### src/rtl/display_control_pkg.sv
// Shared constants and types for the display side and the gameplay controller.
package display_control_pkg;

    localparam int unsigned SCR_W = 160;
    localparam int unsigned SCR_H = 120;
    localparam int unsigned BLK_W = 16;
    localparam int unsigned BLK_H = 8;
    localparam int unsigned X_W   = 8;
    localparam int unsigned Y_W   = 7;
    localparam int unsigned C_W   = 3;

    localparam logic [1:0] ST_PLAY = 2'b01;
    localparam logic [1:0] ST_END  = 2'b10;

    localparam logic [C_W-1:0] COL_BG  = 3'b000;
    localparam logic [C_W-1:0] COL_END = 3'b100;

    typedef enum logic [2:0] {
        S_WAIT,
        S_LATCH,
        S_ERASE,
        S_DRAW,
        S_DONE,
        S_END_FILL,
        S_END_HOLD
    } disp_state_t;

    typedef struct packed {
        logic [X_W-1:0] x;
        logic [Y_W-1:0] y;
        logic [C_W-1:0] colour;
    } pixel_t;

endpackage

### src/rtl/display_control_if.sv
// Gameplay-side inputs and VGA-side outputs of the display controller.
interface display_control_if;
    import display_control_pkg::*;

    logic [1:0]     game_status;
    logic [X_W-1:0] x_in;
    logic [Y_W-1:0] y_in;
    logic [C_W-1:0] colour_in;
    logic [X_W-1:0] vga_x;
    logic [Y_W-1:0] vga_y;
    logic [C_W-1:0] vga_colour;
    logic           vga_plot;
    logic           frame_done;
    logic           busy;

    modport master (
        input  game_status, x_in, y_in, colour_in,
        output vga_x, vga_y, vga_colour, vga_plot, frame_done, busy
    );

    modport slave (
        output game_status, x_in, y_in, colour_in,
        input  vga_x, vga_y, vga_colour, vga_plot, frame_done, busy
    );
endinterface

### src/rtl/display_control_rect_sweeper.sv
// Row-major rectangle sweeper: one pixel per clock, clipped to the screen.
module display_control_rect_sweeper
    import display_control_pkg::*;
#(
    parameter int unsigned SWP_SCR_W = SCR_W,
    parameter int unsigned SWP_SCR_H = SCR_H
) (
    input  logic           clk,
    input  logic           resetn,
    input  logic           start,
    input  logic [X_W-1:0] base_x,
    input  logic [Y_W-1:0] base_y,
    input  logic [X_W-1:0] w,
    input  logic [Y_W-1:0] h,
    input  logic [C_W-1:0] colour,
    output pixel_t         pix,
    output logic           plot,
    output logic           last_c
);

    logic           active;
    logic [X_W-1:0] bx, bw, col, n_bx, n_bw, n_col;
    logic [Y_W-1:0] by, bh, row, n_by, n_bh, n_row;
    logic [C_W-1:0] bc, n_bc;
    logic [X_W:0]   sum_x;
    logic [Y_W:0]   sum_y;
    logic           on_screen;

    // The pixel currently on the outputs is the final one of the rectangle
    assign last_c = active && (col == bw - 8'd1) && (row == bh - 7'd1);

    // Next pixel position: restart on start, else advance column-first
    always_comb begin
        n_bx  = bx;
        n_by  = by;
        n_bw  = bw;
        n_bh  = bh;
        n_bc  = bc;
        n_col = col;
        n_row = row;
        if (start) begin
            n_bx  = base_x;
            n_by  = base_y;
            n_bw  = w;
            n_bh  = h;
            n_bc  = colour;
            n_col = '0;
            n_row = '0;
        end else if (col == bw - 8'd1) begin
            n_col = '0;
            n_row = row + 7'd1;
        end else begin
            n_col = col + 8'd1;
        end
        sum_x     = {1'b0, n_bx} + {1'b0, n_col};
        sum_y     = {1'b0, n_by} + {1'b0, n_row};
        on_screen = (sum_x < 9'(SWP_SCR_W)) && (sum_y < 8'(SWP_SCR_H));
    end

    // Sweep counters and registered pixel outputs; off-screen pixels hold the last coordinate
    always_ff @(posedge clk or negedge resetn) begin
        if (!resetn) begin
            active <= 1'b0;
            bx     <= '0;
            by     <= '0;
            bw     <= '0;
            bh     <= '0;
            bc     <= '0;
            col    <= '0;
            row    <= '0;
            pix    <= '0;
            plot   <= 1'b0;
        end else if (start || (active && !last_c)) begin
            active <= 1'b1;
            bx     <= n_bx;
            by     <= n_by;
            bw     <= n_bw;
            bh     <= n_bh;
            bc     <= n_bc;
            col    <= n_col;
            row    <= n_row;
            plot   <= on_screen;
            if (on_screen) begin
                pix.x      <= sum_x[X_W-1:0];
                pix.y      <= sum_y[Y_W-1:0];
                pix.colour <= n_bc;
            end
        end else begin
            active <= 1'b0;
            plot   <= 1'b0;
        end
    end

endmodule

### src/rtl/display_control.sv
// Per-frame erase/draw of the moving block, plus game-over screen fill.
module display_control
    import display_control_pkg::*;
#(
    parameter int unsigned    SCREEN_W   = SCR_W,
    parameter int unsigned    SCREEN_H   = SCR_H,
    parameter int unsigned    BLOCK_W    = BLK_W,
    parameter int unsigned    BLOCK_H    = BLK_H,
    parameter int unsigned    FRAME_DIV  = 833334,
    parameter logic [C_W-1:0] BG_COLOUR  = COL_BG,
    parameter logic [C_W-1:0] END_COLOUR = COL_END
) (
    input  logic              clk,
    input  logic              resetn,
    display_control_if.master bus
);

    localparam int unsigned CNT_W = $clog2(FRAME_DIV);

    disp_state_t    state, next_state;
    logic [CNT_W-1:0] frame_cnt;
    logic           tick_c, erase_c;
    logic [X_W-1:0] cur_x, prev_x;
    logic [Y_W-1:0] cur_y, prev_y;
    logic [C_W-1:0] cur_col;
    logic           have_prev;
    logic           frame_done_q, busy_q, frame_done_d, busy_d;
    logic           sw_start, sw_last, sw_plot;
    logic [X_W-1:0] sw_bx, sw_w;
    logic [Y_W-1:0] sw_by, sw_h;
    logic [C_W-1:0] sw_col;
    pixel_t         sw_pix;

    assign tick_c  = (frame_cnt == CNT_W'(FRAME_DIV - 1));
    assign erase_c = have_prev && (bus.y_in == prev_y);

    // Free-running frame divider
    always_ff @(posedge clk or negedge resetn) begin
        if (!resetn) frame_cnt <= '0;
        else if (tick_c) frame_cnt <= '0;
        else frame_cnt <= frame_cnt + CNT_W'(1);
    end

    // State register
    always_ff @(posedge clk or negedge resetn) begin
        if (!resetn) state <= S_WAIT;
        else state <= next_state;
    end

    // Next-state logic; game over is checked ahead of the frame tick
    always_comb begin
        next_state = state;
        case (state)
            S_WAIT: begin
                if (bus.game_status == ST_END) next_state = S_END_FILL;
                else if (tick_c && bus.game_status == ST_PLAY) next_state = S_LATCH;
            end
            S_LATCH:    next_state = erase_c ? S_ERASE : S_DRAW;
            S_ERASE:    if (sw_last) next_state = S_DRAW;
            S_DRAW:     if (sw_last) next_state = S_DONE;
            S_DONE:     next_state = S_WAIT;
            S_END_FILL: if (sw_last) next_state = S_END_HOLD;
            S_END_HOLD: if (bus.game_status != ST_END) next_state = S_WAIT;
            default:    next_state = S_WAIT;
        endcase
    end

    // Sweeper launch control and next values of the registered status outputs
    always_comb begin
        sw_start = 1'b0;
        sw_bx    = cur_x;
        sw_by    = cur_y;
        sw_w     = 8'(BLOCK_W);
        sw_h     = 7'(BLOCK_H);
        sw_col   = cur_col;
        case (state)
            S_WAIT: begin
                if (bus.game_status == ST_END) begin
                    sw_start = 1'b1;
                    sw_bx    = '0;
                    sw_by    = '0;
                    sw_w     = 8'(SCREEN_W);
                    sw_h     = 7'(SCREEN_H);
                    sw_col   = END_COLOUR;
                end
            end
            S_LATCH: begin
                sw_start = 1'b1;
                if (erase_c) begin
                    sw_bx  = prev_x;
                    sw_by  = prev_y;
                    sw_col = BG_COLOUR;
                end else begin
                    sw_bx  = bus.x_in;
                    sw_by  = bus.y_in;
                    sw_col = bus.colour_in;
                end
            end
            S_ERASE: sw_start = sw_last;
            default: ;
        endcase
        frame_done_d = (next_state == S_DONE);
        busy_d       = !((next_state == S_WAIT) || (next_state == S_END_HOLD));
    end

    // Block position bookkeeping and status output registers
    always_ff @(posedge clk or negedge resetn) begin
        if (!resetn) begin
            cur_x        <= '0;
            cur_y        <= '0;
            cur_col      <= '0;
            prev_x       <= '0;
            prev_y       <= '0;
            have_prev    <= 1'b0;
            frame_done_q <= 1'b0;
            busy_q       <= 1'b0;
        end else begin
            frame_done_q <= frame_done_d;
            busy_q       <= busy_d;
            if (state == S_LATCH) begin
                cur_x   <= bus.x_in;
                cur_y   <= bus.y_in;
                cur_col <= bus.colour_in;
            end
            if (state == S_DONE) begin
                prev_x    <= cur_x;
                prev_y    <= cur_y;
                have_prev <= 1'b1;
            end
            if (state == S_END_HOLD && next_state == S_WAIT) have_prev <= 1'b0;
        end
    end

    display_control_rect_sweeper #(
        .SWP_SCR_W(SCREEN_W),
        .SWP_SCR_H(SCREEN_H)
    ) u_sweeper (
        .clk    (clk),
        .resetn (resetn),
        .start  (sw_start),
        .base_x (sw_bx),
        .base_y (sw_by),
        .w      (sw_w),
        .h      (sw_h),
        .colour (sw_col),
        .pix    (sw_pix),
        .plot   (sw_plot),
        .last_c (sw_last)
    );

    assign bus.vga_x      = sw_pix.x;
    assign bus.vga_y      = sw_pix.y;
    assign bus.vga_colour = sw_pix.colour;
    assign bus.vga_plot   = sw_plot;
    assign bus.frame_done = frame_done_q;
    assign bus.busy       = busy_q;

endmodule
### src/flat_wrapper.sv
// flat-port wrapper written by rule: the top's interface ports become plain ports
module display_control_flat import display_control_pkg::*;
#(
    parameter int unsigned    SCREEN_W   = SCR_W,
    parameter int unsigned    SCREEN_H   = SCR_H,
    parameter int unsigned    BLOCK_W    = BLK_W,
    parameter int unsigned    BLOCK_H    = BLK_H,
    parameter int unsigned    FRAME_DIV  = 833334,
    parameter logic [C_W-1:0] BG_COLOUR  = COL_BG,
    parameter logic [C_W-1:0] END_COLOUR = COL_END
)
  (clk, resetn, bus_game_status, bus_x_in, bus_y_in, bus_colour_in, bus_vga_x, bus_vga_y, bus_vga_colour, bus_vga_plot, bus_frame_done, bus_busy);
  display_control_if bus_i ();
  input  logic clk;
  input  logic resetn;
  input wire logic [$bits(bus_i.game_status)-1:0] bus_game_status;
  input wire logic [$bits(bus_i.x_in)-1:0] bus_x_in;
  input wire logic [$bits(bus_i.y_in)-1:0] bus_y_in;
  input wire logic [$bits(bus_i.colour_in)-1:0] bus_colour_in;
  output wire logic [$bits(bus_i.vga_x)-1:0] bus_vga_x;
  output wire logic [$bits(bus_i.vga_y)-1:0] bus_vga_y;
  output wire logic [$bits(bus_i.vga_colour)-1:0] bus_vga_colour;
  output wire logic [$bits(bus_i.vga_plot)-1:0] bus_vga_plot;
  output wire logic [$bits(bus_i.frame_done)-1:0] bus_frame_done;
  output wire logic [$bits(bus_i.busy)-1:0] bus_busy;
  assign bus_i.game_status = bus_game_status;
  assign bus_i.x_in = bus_x_in;
  assign bus_i.y_in = bus_y_in;
  assign bus_i.colour_in = bus_colour_in;
  assign bus_vga_x = bus_i.vga_x;
  assign bus_vga_y = bus_i.vga_y;
  assign bus_vga_colour = bus_i.vga_colour;
  assign bus_vga_plot = bus_i.vga_plot;
  assign bus_frame_done = bus_i.frame_done;
  assign bus_busy = bus_i.busy;
  display_control #(.SCREEN_W(SCREEN_W), .SCREEN_H(SCREEN_H), .BLOCK_W(BLOCK_W), .BLOCK_H(BLOCK_H), .FRAME_DIV(FRAME_DIV), .BG_COLOUR(BG_COLOUR), .END_COLOUR(END_COLOUR)) u_core (.clk(clk), .resetn(resetn), .bus(bus_i));
endmodule
### config.mk
export PLATFORM = sky130hd
export DESIGN_NAME = display_control_flat
export DESIGN_NICKNAME = d
export VERILOG_FILES = /design/src/rtl/display_control_pkg.sv /design/src/rtl/display_control_if.sv /design/src/rtl/display_control_rect_sweeper.sv /design/src/rtl/display_control.sv /design/src/flat_wrapper.sv
export SDC_FILE = /design/constraint.sdc
export NUM_CORES = 1
export LEC_CHECK = 0
export CORE_MARGIN = 4
export CORE_UTILIZATION = 40
export DETAILED_ROUTE_END_ITERATION = 8
export GPL_TIMING_DRIVEN = 0
export SYNTH_ARGS = -nofsm -noshare
export SYNTH_HDL_FRONTEND = slang
export SYNTH_SLANG_ARGS = --single-unit
### constraint.sdc
create_clock -name clk -period 6.32 [get_ports clk]
set_input_delay 0.632 -clock clk [delete_from_list [all_inputs] [get_ports clk]]
set_output_delay 0.632 -clock clk [all_outputs]
set_load 0.03 [all_outputs]
After elaboration in Yosys (flattened, before gate mapping)
Index checks and enable logic that the tools add are counted.

storage, ports and cells
  memories = 0
  input port bits = 22
  bits in latches = 0
  register bits = 127
  word-level logic and storage cells = 97
  output and inout port bits = 21
  bits in writable memories = 0
  memory bits (read-only) = 0

operators by class
  bitwise operators = 0
  reduce and logical (&&, ||, !) cells = 16
  order comparisons = 2
  mux-type cells = 35
  divide/modulo/power cells = 0
  multiply operators = 0
  $add $sub $neg = 7
  eq/ne operators = 15
  shift-type cells = 0

operators by type and width
  cell                   count
  $mux 8                 7
  $mux 7                 7
  $mux 3                 9
  $add 20x1->20 const B  1
  $eq 20x20->1 const B   1
  $mux 20                1
  $pmux 3 s6             1
  $pmux 8 s2             1
  $eq 3x3->1 const B     5
  $eq 7x7->1             2
  $pmux 7 s2             1
  $add 8x8->9            1
  $lt 9x8->1 const B     1
  $add 7x7->8            1
  $add 8x1->8 const B    1
  $eq 8x8->1             1
  $lt 8x7->1 const B     1
  $sub 8x1->8 const B    1
  $add 7x1->7 const B    1
  $logic_and 1x1->1      7
  $sub 7x1->7 const B    1
  $eq 3x2->1 const B     2
  $logic_not 3->1        2
  $mux 1                 6
  other kinds (10)       13

Depth between registers and ports, before layout
Gate-level depths: netlist of the first run.

  depth after elaboration = 10
  depth in mapped cells = 22
  depth with buffers taken out = 19

Modules after synthesis
A second synthesis of the first run with hierarchy kept.

second synthesis, totals
  cell total of the unflattened synthesis = 717
  area, all modules = 7223.2 sq um

by module, submodules not included
  module                        area each (sq um)  instances  cells an instance  sequential area each (sq um)
  display_control_rect_sweeper  4239.1             1          401                1701.6
  display_control               2984.1             1          316                1476.4

Worst setup path after synthesis of the first run
Ideal clock, no wire load.

  kind = reg2reg
  from = reg u_core.u_sweeper.bw[4]
  to = reg u_core.u_sweeper.pix[0] in the netlist's numbering
  period minus slack after synthesis = 4559 ps
  setup time = 125 ps
  path buffers = 5
  arrival time = 4434 ps
  data required time = 6195 ps
  stages on the path, launching flop included = 21
  slack = 1761 ps
  path through = dfrtp_1 inv_1 ha_1 xor2_1 nand4_1 nor4_4 a21o_1 clkbuf_1 buf_2 buf_1 nor2_1 ha_1 nor2b_1 o31a_1 nor2b_1 o221ai_1 a311oi_4 o21a_1 buf_6 buf_12 mux2_4

between the ends
  word-level cells in the longest chain between the ends = 10
  elaborated cells on any way between the ends = 21
  those cells by class = add/sub (3); order compare (2); eq/ne (1); mux (8); reduce/logical (7)

ends and longest elaborated chain
  item                            line                                                                    RTL
  start: declaration              display_control_rect_sweeper.sv:22                                      logic [X_W-1:0] bx, bw, col, n_bx, n_bw, n_col;
  start signal: assignment        display_control_rect_sweeper.sv:77                                      bw <= n_bw;
  $sub 8x1->8 *                   display_control_rect_sweeper.sv:30, display_control_rect_sweeper.sv:49
  $eq 8x8->1 *                    display_control_rect_sweeper.sv:30, display_control_rect_sweeper.sv:49
  $logic_and 1x1->1 (2 in a row)  display_control_rect_sweeper.sv:30                                      assign last_c = active && (col == bw - 8'd1) && (row == bh - 7'd1);
  $pmux 1 s3                      display_control.sv:76                                                   case (state)
  $mux 8 *                        display_control_rect_sweeper.sv:41                                      if (start) begin
  net u_core.u_sweeper.n_col[2]   display_control_rect_sweeper.sv:22
  $add 8x8->9 *                   display_control_rect_sweeper.sv:55                                      sum_x = {1'b0, n_bx} + {1'b0, n_col};
  $lt 9x8->1 *                    display_control_rect_sweeper.sv:57                                      on_screen = (sum_x < 9'(SWP_SCR_W)) && (sum_y < 8'(SWP_SCR_H));
  $logic_and 1x1->1 *             display_control_rect_sweeper.sv:57
  $reduce_and 2->1 (no line) *    -
  end: declaration                display_control_rect_sweeper.sv:16                                      output pixel_t pix,

The timed path passes the listed nets; every way through them passes the cells marked *.
A chain may end at the register's enable or synchronous reset.

Final worst setup path of the first run
  from = reg u_core.u_sweeper.bw[4]
  to = reg u_core.u_sweeper.pix[1] in the netlist's numbering

The elaborated chain is that of the path after synthesis.

==> reports/summary.md, run 1 <==
## Synthesis
• **Post-synth top flop** sky130_fd_sc_hd__dfrtp_1
• **synthesized netlist cell count** 637
• **cell types with the largest area share after synthesis** sky130_fd_sc_hd__dfrtp_1 (47%), sky130_fd_sc_hd__nand2_1 (4.7%), sky130_fd_sc_hd__ha_1 (4.5%), sky130_fd_sc_hd__mux2_2 (4.2%), sky130_fd_sc_hd__o21ai_0 (4.1%)
• **yosys synthesis warning count** 0
• **dominant cell type by area after synthesis** sky130_fd_sc_hd__dfrtp_1
• **fraction of post-synthesis cell area in the top cell type by area** 0.466
• **number of nets in the synthesized netlist** 683
• **share of flip-flops with an asynchronous set or reset after synthesis** 1.00
• **post-synthesis register bit count** 115
• **number of flops mapped to enable cells by yosys** 0
• **library cells used by synthesis** 52
• **sequential area share after synthesis** 0.466
• **Mean Syn Cell Area** 9.70 sq um
• **mapped cell area** 0.00618 sq mm

## GRT
• **initial antenna violation count** 0
• **wire length of the first global-routing pass** 23,900 um
• **Remaining Overflow, GRT** 0
• **number of global-route vias before repair** 4,769
• **total routing resource utilization after global routing** 0.171
• **pin count of the biggest net entering global routing** 60

## Power and ir drop
• **leakage power figure** 3.41 nW
• **Cell Pwr Density** 561 mW/mm^2
• **overall power after layout** 4.25 mW
• **worst ir drop on vdd** 0.000269 V

## Worst setup path
• **type of element launching the critical path** flip-flop
• **data arrival time of the critical path** 5.91 ns
• **Data required, critical path** 6.62 ns
• **Worst Setup End Kind** flip-flop
• **crit-path max FO** 10
• **Setup CP Type** reg -> reg

## Route
• **vias per inst** 5.33
• **remaining design rule violation count** 0
• **DR iter-0 viols** 277
• **post-detailed-route count of antenna-violating nets** 0
• **overall via count from detail_route** 4,800
• **Pre-antenna DRT Iters** 4
• **total wire length** 14,300 um
• **Avg WL per Cell** 15.9 um

## Clock tree
• **total CTS buffers** 17
• **clock root buffer** sky130_fd_sc_hd__clkbuf_16
• **Worst-path clk slew** 0.06 ns
• **hold-fix buffers at CTS** 0
• **buffer levels on the longest clock path** 2
• **postcts setup bufs** 0
• **cells resized by post-CTS repair** 0
• **H-tree level count** 4
• **clock latency of the later-clocked register in the worst-skew pair** 0.42 ns
• **TritonCTS clock tree** yes
• **total clock sinks** 115

## Cells and area
• **net count reported at finish** 745
• **share of post-route cells with drive strength above 1** 0.0997
• **area added between synthesis and finish** 22.7%
• **fill count** 1,346
• **Seq. cell area** 0.00288 sq mm
• **Multi-input gate area** 0.00310 sq mm
• **finished layout cell area** 0.00758 sq mm
• **utilization after layout** 0.501
• **Inserted Diodes** 0

## Placement
• **IO buf count** 42
• **Cell Area, Placed** 0.00686 sq mm
• **gp weighted congestion** 0.855
• **final HPWL from detailed placement** 10,500 um

## STA
• **post-route fraction of the period consumed by the critical path** 0.888
• **final count of pins violating max slew** 0
• **accumulated negative setup slack** 0 ns
• **count of endpoints failing hold in the final timing report** 0
• **unrepaired setup endpoints after global routing** no
• **Final Skew** 0.00671 ns
• **Worst-Margin Slew** 1.16 ns
• **number of endpoints failing setup at the final stage** 0
• **headroom to the max-slew limit** 0.221
• **minimum clock period after layout** 5.61 ns
• **Achievable Freq** 178 MHz

## Outcome
• **status** complete, no violations

## Die
• **number of primary I/O pins** 43
• **area of the die** 0.0175 sq mm
• **# rows** 45
• **effective utilization at floorplan** 0.408
• **die height** 132 um
• **area of the core** 0.0151 sq mm
• **chip width** 132 um

## Min path
• **min-delay worst type** in -> async

## Run
• **number of max-cap violations** 0

==> area by class of cell <==
class / count / share of cell area
multi-input cells: 476 / 0.409
flip-flops and latches: 115 / 0.380
repair buffers: 43 / 0.0593
clock buffers: 19 / 0.0584
clock inverters: 13 / 0.0365
well taps: 188 / 0.0310
plain buffers: 23 / 0.0147
inverters: 23 / 0.0114
==> registers in the layout, summed over array words and instances, names as in the netlist, 2 cells and up <==
register,count
u_core.cur_col,3
u_core.cur_x,8
u_core.cur_y,7
u_core.frame_cnt,20
u_core.prev_x,8
u_core.prev_y,7
u_core.state,3
u_core.u_sweeper.bc,3
u_core.u_sweeper.bw,2
u_core.u_sweeper.bx,8
u_core.u_sweeper.by,7
u_core.u_sweeper.col,8
u_core.u_sweeper.pix,18
u_core.u_sweeper.row,7
==> per-layer routing <==
metal / vias up / GRT usage / wire length (um)
met5: - / 0 / 0
met4: 0 / 0.0814 / 455
met3: 26 / 0.0359 / 492
met2: 96 / 0.277 / 6750
met1: 2336 / 0.218 / 6640
li1: 2342 / - / -
==> report_power, final <==
group | internal [mW] | switching [mW] | total, mW | leakage, nW
clock | 0.831 | 0.344 | 1.17 | 0.352
sequential | 1.01 | 0.146 | 1.16 | 1.43
combinational | 0.875 | 1.04 | 1.92 | 1.62
==> logic make-up (layout without fill, tap and decap cells) <==
family,count (synthesis),in the layout,synth area share
AND/OR/NAND/NOR,227,227,0.172
AO/OA/AOI/OAI,135,135,0.134
flip-flops,115,115,0.466
XOR/XNOR,50,50,0.0709
buffers and inverters,46,121,0.0320
multiplexers,40,40,0.0735
adder cells (fa/ha/maj),24,24,0.0510
==> stage by stage <==
stage | hold slack (ns) | std cells | setup WS [ns]
4_1_cts | 0.194 | 900 | 0.680
3_5_place_dp | 0.475 | 868 | 0.733
5_1_grt | 0.220 | 900 | 0.300
2_1_floorplan | 0.336 | 637 | 1.76
6_report | 0.174 | 900 | 0.710
3_3_place_gp | 0.455 | 867 | 0.122
==> critical path, stage by stage (launching register included) <==
cell and delay (ns):
sky130_fd_sc_hd__dfrtp_1 0.41, sky130_fd_sc_hd__inv_1 0.08, sky130_fd_sc_hd__ha_1 0.31, sky130_fd_sc_hd__xor2_1 0.13, sky130_fd_sc_hd__nand4_1 0.18, sky130_fd_sc_hd__nor4_4 0.61
sky130_fd_sc_hd__a21o_1 0.20, sky130_fd_sc_hd__clkbuf_1 0.27, sky130_fd_sc_hd__buf_2 0.31, sky130_fd_sc_hd__buf_1 0.43, sky130_fd_sc_hd__nor2_1 0.14, sky130_fd_sc_hd__ha_1 0.35
sky130_fd_sc_hd__nor2b_1 0.16, sky130_fd_sc_hd__o31a_1 0.30, sky130_fd_sc_hd__nor2b_1 0.19, sky130_fd_sc_hd__o221ai_1 0.19, sky130_fd_sc_hd__a311oi_4 0.39, sky130_fd_sc_hd__o21a_1 0.19
sky130_fd_sc_hd__buf_6 0.18, sky130_fd_sc_hd__buf_12 0.16, sky130_fd_sc_hd__mux2_4 0.29
==> synthesized netlist by cell type, types with 3 or more instances <==
cell type	n
sky130_fd_sc_hd__mux2_2	23
sky130_fd_sc_hd__a31oi_1	3
sky130_fd_sc_hd__mux2_4	5
sky130_fd_sc_hd__xnor2_1	27
sky130_fd_sc_hd__or3_1	9
sky130_fd_sc_hd__nor2_1	66
sky130_fd_sc_hd__and3_1	9
sky130_fd_sc_hd__nand2_1	78
sky130_fd_sc_hd__nor3_1	10
sky130_fd_sc_hd__o21a_1	21
sky130_fd_sc_hd__nand3_1	16
sky130_fd_sc_hd__dfrtp_1	115
sky130_fd_sc_hd__o211ai_1	4
sky130_fd_sc_hd__inv_1	23
sky130_fd_sc_hd__a21oi_1	33
sky130_fd_sc_hd__nand4_1	11
sky130_fd_sc_hd__o21ai_0	50
sky130_fd_sc_hd__or2_2	4
sky130_fd_sc_hd__a21o_1	7
sky130_fd_sc_hd__nor3b_1	5
sky130_fd_sc_hd__xor2_1	23
sky130_fd_sc_hd__mux2i_1	12
sky130_fd_sc_hd__ha_1	22
sky130_fd_sc_hd__clkbuf_1	19
sky130_fd_sc_hd__nor2b_1	6
==> cells in the final DEF (no fill, tap or decap), drive strengths merged, types with 3 or more instances in the layout <==
| cell | Yosys | layout |
|---|---|---|
| ha | 22 | 22 |
| nor3b | 5 | 5 |
| clkdlybuf4s50 | 0 | 41 |
| clkinv | 0 | 3 |
| nand2 | 79 | 79 |
| a21oi | 33 | 33 |
| nand4 | 11 | 11 |
| dfrtp | 115 | 115 |
| nor2b | 6 | 6 |
| inv | 23 | 25 |
| mux2i | 12 | 12 |
| xnor2 | 27 | 27 |
| bufinv | 0 | 8 |
| a31oi | 3 | 3 |
| or3 | 9 | 9 |
| or2 | 4 | 4 |
| a21o | 7 | 7 |
| o21ai | 50 | 50 |
| o21a | 21 | 21 |
| and3 | 9 | 9 |
| nand3 | 16 | 16 |
| xor2 | 23 | 23 |
| o211ai | 4 | 4 |
| buf | 4 | 6 |
| nor2 | 66 | 66 |
| nor3 | 10 | 10 |
| clkbuf | 19 | 38 |
| mux2 | 28 | 28 |
==> final timing paths <==
kind / slack (ns) / cells after the start / from / endpoint
worst min-delay path: 0.17 / 1 / resetn / u_core.state[2]$_DFF_PN0_
min in group clk: 0.48 / 2 / u_core.cur_col[0]$_DFFE_PN0P_ / u_core.cur_col[0]$_DFFE_PN0P_
worst max register to register: 0.71 / 20 / u_core.u_sweeper.bw[4]$_DFFE_PN0P_ / u_core.u_sweeper.pix[1]$_DFFE_PN0P_
worst max-delay path: 0.71 / 20 / u_core.u_sweeper.bw[4]$_DFFE_PN0P_ / u_core.u_sweeper.pix[1]$_DFFE_PN0P_
max in group asynchronous: 5.47 / 2 / resetn / u_core.u_sweeper.pix[11]$_DFFE_PN0P_
worst min register to register: 0.48 / 2 / u_core.cur_col[0]$_DFFE_PN0P_ / u_core.cur_col[0]$_DFFE_PN0P_
(Power assumes the default switching activity.)
==> run 2, diff against run 1 <==
==> constraint.sdc (replaced) <==
create_clock -name clk -period 6.4 [get_ports clk]
set_input_delay 0.64 -clock clk [delete_from_list [all_inputs] [get_ports clk]]
set_output_delay 0.64 -clock clk [all_outputs]
set_load 0.03 [all_outputs]
==> results of run 2 <==
The final DEF is identical to that of run 1. Status: complete, no violations.
Among the figures that moved: setup slack after placement 0.733 ns -> 0.813 ns; setup slack after layout 0.710 ns -> 0.790 ns; hold slack 0.174 ns -> 0.182 ns; register-to-register setup slack 0.71 ns -> 0.79 ns; total power 4.25 mW -> 4.20 mW; worst IR drop on VDD 0.000269 V -> 0.000265 V
==> run 3, diff against run 2 <==
--- a/config.mk
+++ b/config.mk
@@ -9,6 +9,7 @@
 export CORE_UTILIZATION = 40
 export DETAILED_ROUTE_END_ITERATION = 8
 export GPL_TIMING_DRIVEN = 0
+export REMOVE_ABC_BUFFERS = 1
 export SYNTH_ARGS = -nofsm -noshare
 export SYNTH_HDL_FRONTEND = slang
 export SYNTH_SLANG_ARGS = --single-unit
==> run 3 against run 2 <==
Compared with the run above: design area decreased by 2.8%; combinational power shrank 5%; flip-flop and latch count did not move; wire length shrank 4.8%; clock skew increased by 0.011 ns; largest cell class unchanged.
==> reports/summary.md, run 3 (same netlist as run 1, synthesis figures left out) <==
## Power and ir drop
• **Cell Pwr Density** 519 mW/mm^2
• **leakage power figure** 3.31 nW, -2.7%
• **switching share of power** 0.380
• **clock network fraction of total power** 0.229, -0.047
• **Pint** 2.37 mW
• **portion of total power attributed to combinational logic** 0.467, +0.016
• **overall power after layout** 3.83 mW
• **worst ir drop on vdd** 0.000297 V
• **switching component of the power** 1.45 mW
• **relative contribution of sequential cells to total power** 0.304, +0.031

## Worst setup path
• **type of element launching the critical path** flip-flop
• **Worst Setup End Kind** flip-flop
• **chain of cells forming the critical path** inv_1 > ha_1 > xor2_1 > nand4_1 > nor4_4 > a21o_2 > nor2_1 > a21oi_1 > ha_1 > inv_1 > fa_1 > nor2b_1 > o211a_1 > o211ai_1 > and4_1 > a311oi_4 > o21a_2 > mux2_2
• **number of cell instances on the worst register-to-register path** 18, -10%
• **Largest stage delay, worst path** 0.80 ns, +0.19 ns
• **crit-path max FO** 43, +33
• **Setup CP Type** reg -> reg
• **family with the most delay on the worst path** compound AO/OA/AOI/OAI gates
• **Data required, critical path** 6.69 ns
• **cell with the largest stage delay on the worst path** sky130_fd_sc_hd__a21o_2
• **critical path depth in cells** 18, -10%
• **data arrival time of the critical path** 5.98 ns, +0.07 ns
• **Critical path buffers and inverters** 2, -4

## Route
• **DR iter-0 viols** 264, -4.7%
• **remaining design rule violation count** 0, unchanged
• **Pre-antenna DRT Iters** 5, +1
• **overall via count from detail_route** 4,718, -1.7%
• **vias per inst** 5.36, +0.41%
• **Avg WL per Cell** 15.5 um, -2.7%
• **post-detailed-route count of antenna-violating nets** 0, unchanged
• **total wire length** 13,700 um, -4.8%

## Cells and area
• **Inserted Diodes** 0, unchanged
• **fill count** 1,375, +2.2%
• **net count reported at finish** 726, -2.6%
• **share of post-route cells with drive strength above 1** 0.111, +0.0114
• **area added between synthesis and finish** 19.3%
• **most frequent cells in the layout** sky130_fd_sc_hd__dfrtp_1 (115), sky130_fd_sc_hd__nand2_1 (78), sky130_fd_sc_hd__nor2_1 (66), sky130_fd_sc_hd__o21ai_0 (49), sky130_fd_sc_hd__clkdlybuf4s50_1 (41)
• **Biggest register** u_core.frame_cnt
• **final non-filler cell total** 881, -2.1%
• **largest registers in the final layout** u_core.frame_cnt: 20 flops, u_core.u_sweeper.pix: 18 flops
• **flip-flop count of the largest register after layout** 20, unchanged
• **commonest non-fill, non-tap cell in the layout** sky130_fd_sc_hd__dfrtp_1

## Die
• **die height** 132 um, unchanged
• **area of the core** 0.0151 sq mm, unchanged
• **# rows** 45, unchanged
• **effective utilization at floorplan** 0.408, unchanged
• **chip width** 132 um, unchanged
• **number of primary I/O pins** 43, unchanged
• **area of the die** 0.0175 sq mm, unchanged

## Clock tree
• **H-tree level count** 4, unchanged
• **cells resized by post-CTS repair** 1, +1
• **total clock sinks** 115, unchanged
• **clock latency of the later-clocked register in the worst-skew pair** 0.42 ns, about the same
• **buffer levels on the longest clock path** 2, unchanged
• **clock root buffer** sky130_fd_sc_hd__clkbuf_16
• **hold-fix buffers at CTS** 0, unchanged
• **TritonCTS clock tree** yes
• **Worst-path clk slew** 0.05 ns, about the same
• **total CTS buffers** 17, unchanged
• **postcts setup bufs** 0, unchanged

## GRT
• **initial antenna violation count** 0, unchanged
• **wire length of the first global-routing pass** 23,400 um, -2.2%
• **pin count of the biggest net entering global routing** 86, +43%
• **number of global-route vias before repair** 4,801, +0.67%
• **Remaining Overflow, GRT** 0, unchanged
• **total routing resource utilization after global routing** 0.165, -0.00608

## STA
• **unrepaired setup endpoints after global routing** no
• **count of endpoints failing hold in the final timing report** 0, unchanged
• **headroom to the max-slew limit** 0.222, +0.000759
• **number of endpoints failing setup at the final stage** 0, unchanged
• **final count of pins violating max slew** 0, unchanged
• **Worst-Margin Slew** 1.16 ns, -0.00114 ns
• **Achievable Freq** 176 MHz, -1.5%
• **minimum clock period after layout** 5.70 ns, +0.0864 ns
• **post-route fraction of the period consumed by the critical path** 0.890
• **Final Skew** 0.0178 ns, +0.0111 ns
• **final hold slack** 0.0935 ns

## Outcome
• **status** complete, no violations

## Run
• **number of max-cap violations** 0, unchanged

## Placement
• **placed cell count** 849, -2.2%
• **IO buf count** 42, unchanged
• **gp weighted congestion** 0.777, -9.1%
• **final HPWL from detailed placement** 9490 um, -9.6%

## Min path
• **min-delay worst type** in -> async

==> run 3: cell count changes in the layout (fill, tap and decap cells not counted), sizes merged <==
| cell | delta |
|---|---|
| clkinvlp | +2 |
| clkbuf | -17 |
| inv | -2 |
| clkinv | +5 |
| bufinv | -7 |
==> run 3: per-layer routing <==
layer  up-vias  routed length (um)  track usage
met1      2309                6450        0.216
met4         0                 147       0.0577
li1       2312                   -            -
met5         -                   0            0
met2        89                6590        0.267
met3         8                 465       0.0401
==> run 3: per-stage QoR <==
step | util | cell area [sq um] | setup slack [ns] | TNS [ns]
2_1_floorplan | - | 6070 | 1.28 | 0
3_3_place_gp | 0.444 | 6720 | -0.867 | -14.08
3_5_place_dp | 0.450 | 6810 | -0.146 | -1.47
4_1_cts | 0.486 | 7370 | 0.299 | 0
5_1_grt | 0.486 | 7370 | 0.269 | 0
6_report | 0.486 | 7370 | 0.704 | 0
==> run 3: worst register-to-register path, stage by stage, from the launching register on <==
cell and delay [ns]:
sky130_fd_sc_hd__dfrtp_1 0.39, sky130_fd_sc_hd__inv_1 0.08, sky130_fd_sc_hd__ha_1 0.30, sky130_fd_sc_hd__xor2_1 0.14, sky130_fd_sc_hd__nand4_1 0.18, sky130_fd_sc_hd__nor4_4 0.58
sky130_fd_sc_hd__a21o_2 0.80, sky130_fd_sc_hd__nor2_1 0.14, sky130_fd_sc_hd__a21oi_1 0.22, sky130_fd_sc_hd__ha_1 0.20, sky130_fd_sc_hd__inv_1 0.05, sky130_fd_sc_hd__fa_1 0.40
sky130_fd_sc_hd__nor2b_1 0.24, sky130_fd_sc_hd__o211a_1 0.19, sky130_fd_sc_hd__o211ai_1 0.11, sky130_fd_sc_hd__and4_1 0.27, sky130_fd_sc_hd__a311oi_4 0.33, sky130_fd_sc_hd__o21a_2 0.57
sky130_fd_sc_hd__mux2_2 0.40
==> run 3: power groups by stage <==
stage / logic [mW] / clock network, mW / registers [mW]
CTS: 1.82 / 0.894 / 1.16
global route: 1.99 / 0.930 / 1.20
finish: 1.79 / 0.878 / 1.16
detailed placement: 1.80 / 0 / 1.17
floorplan: 1.18 / 0 / 1.26
global placement: 1.73 / 0 / 1.16
==> run 3: final cells by class <==
type,instances,area (sq um),area share
flip-flops and latches,115,2880,0.391
clock inverters,11,85.1,0.0115
clock buffers,21,470,0.0638
inverters,23,86.3,0.0117
repair buffers,47,494,0.0671
well taps,188,235,0.0319
multi-input cells,476,3120,0.423
==> run 3: final timing paths <==
kind,from,endpoint,slack (ns)
worst max-delay path,u_core.u_sweeper.bw[4]$_DFFE_PN0P_,u_core.u_sweeper.pix[12]$_DFFE_PN0P_,0.70
worst min-delay path,resetn,u_core.u_sweeper.pix[1]$_DFFE_PN0P_,0.09
worst max register to register,u_core.u_sweeper.bw[4]$_DFFE_PN0P_,u_core.u_sweeper.pix[12]$_DFFE_PN0P_,0.70
worst min register to register,u_core.cur_col[0]$_DFFE_PN0P_,u_core.cur_col[0]$_DFFE_PN0P_,0.49
max in group asynchronous,resetn,u_core.u_sweeper.pix[15]$_DFFE_PN0P_,5.59
min in group clk,u_core.cur_col[0]$_DFFE_PN0P_,u_core.cur_col[0]$_DFFE_PN0P_,0.49
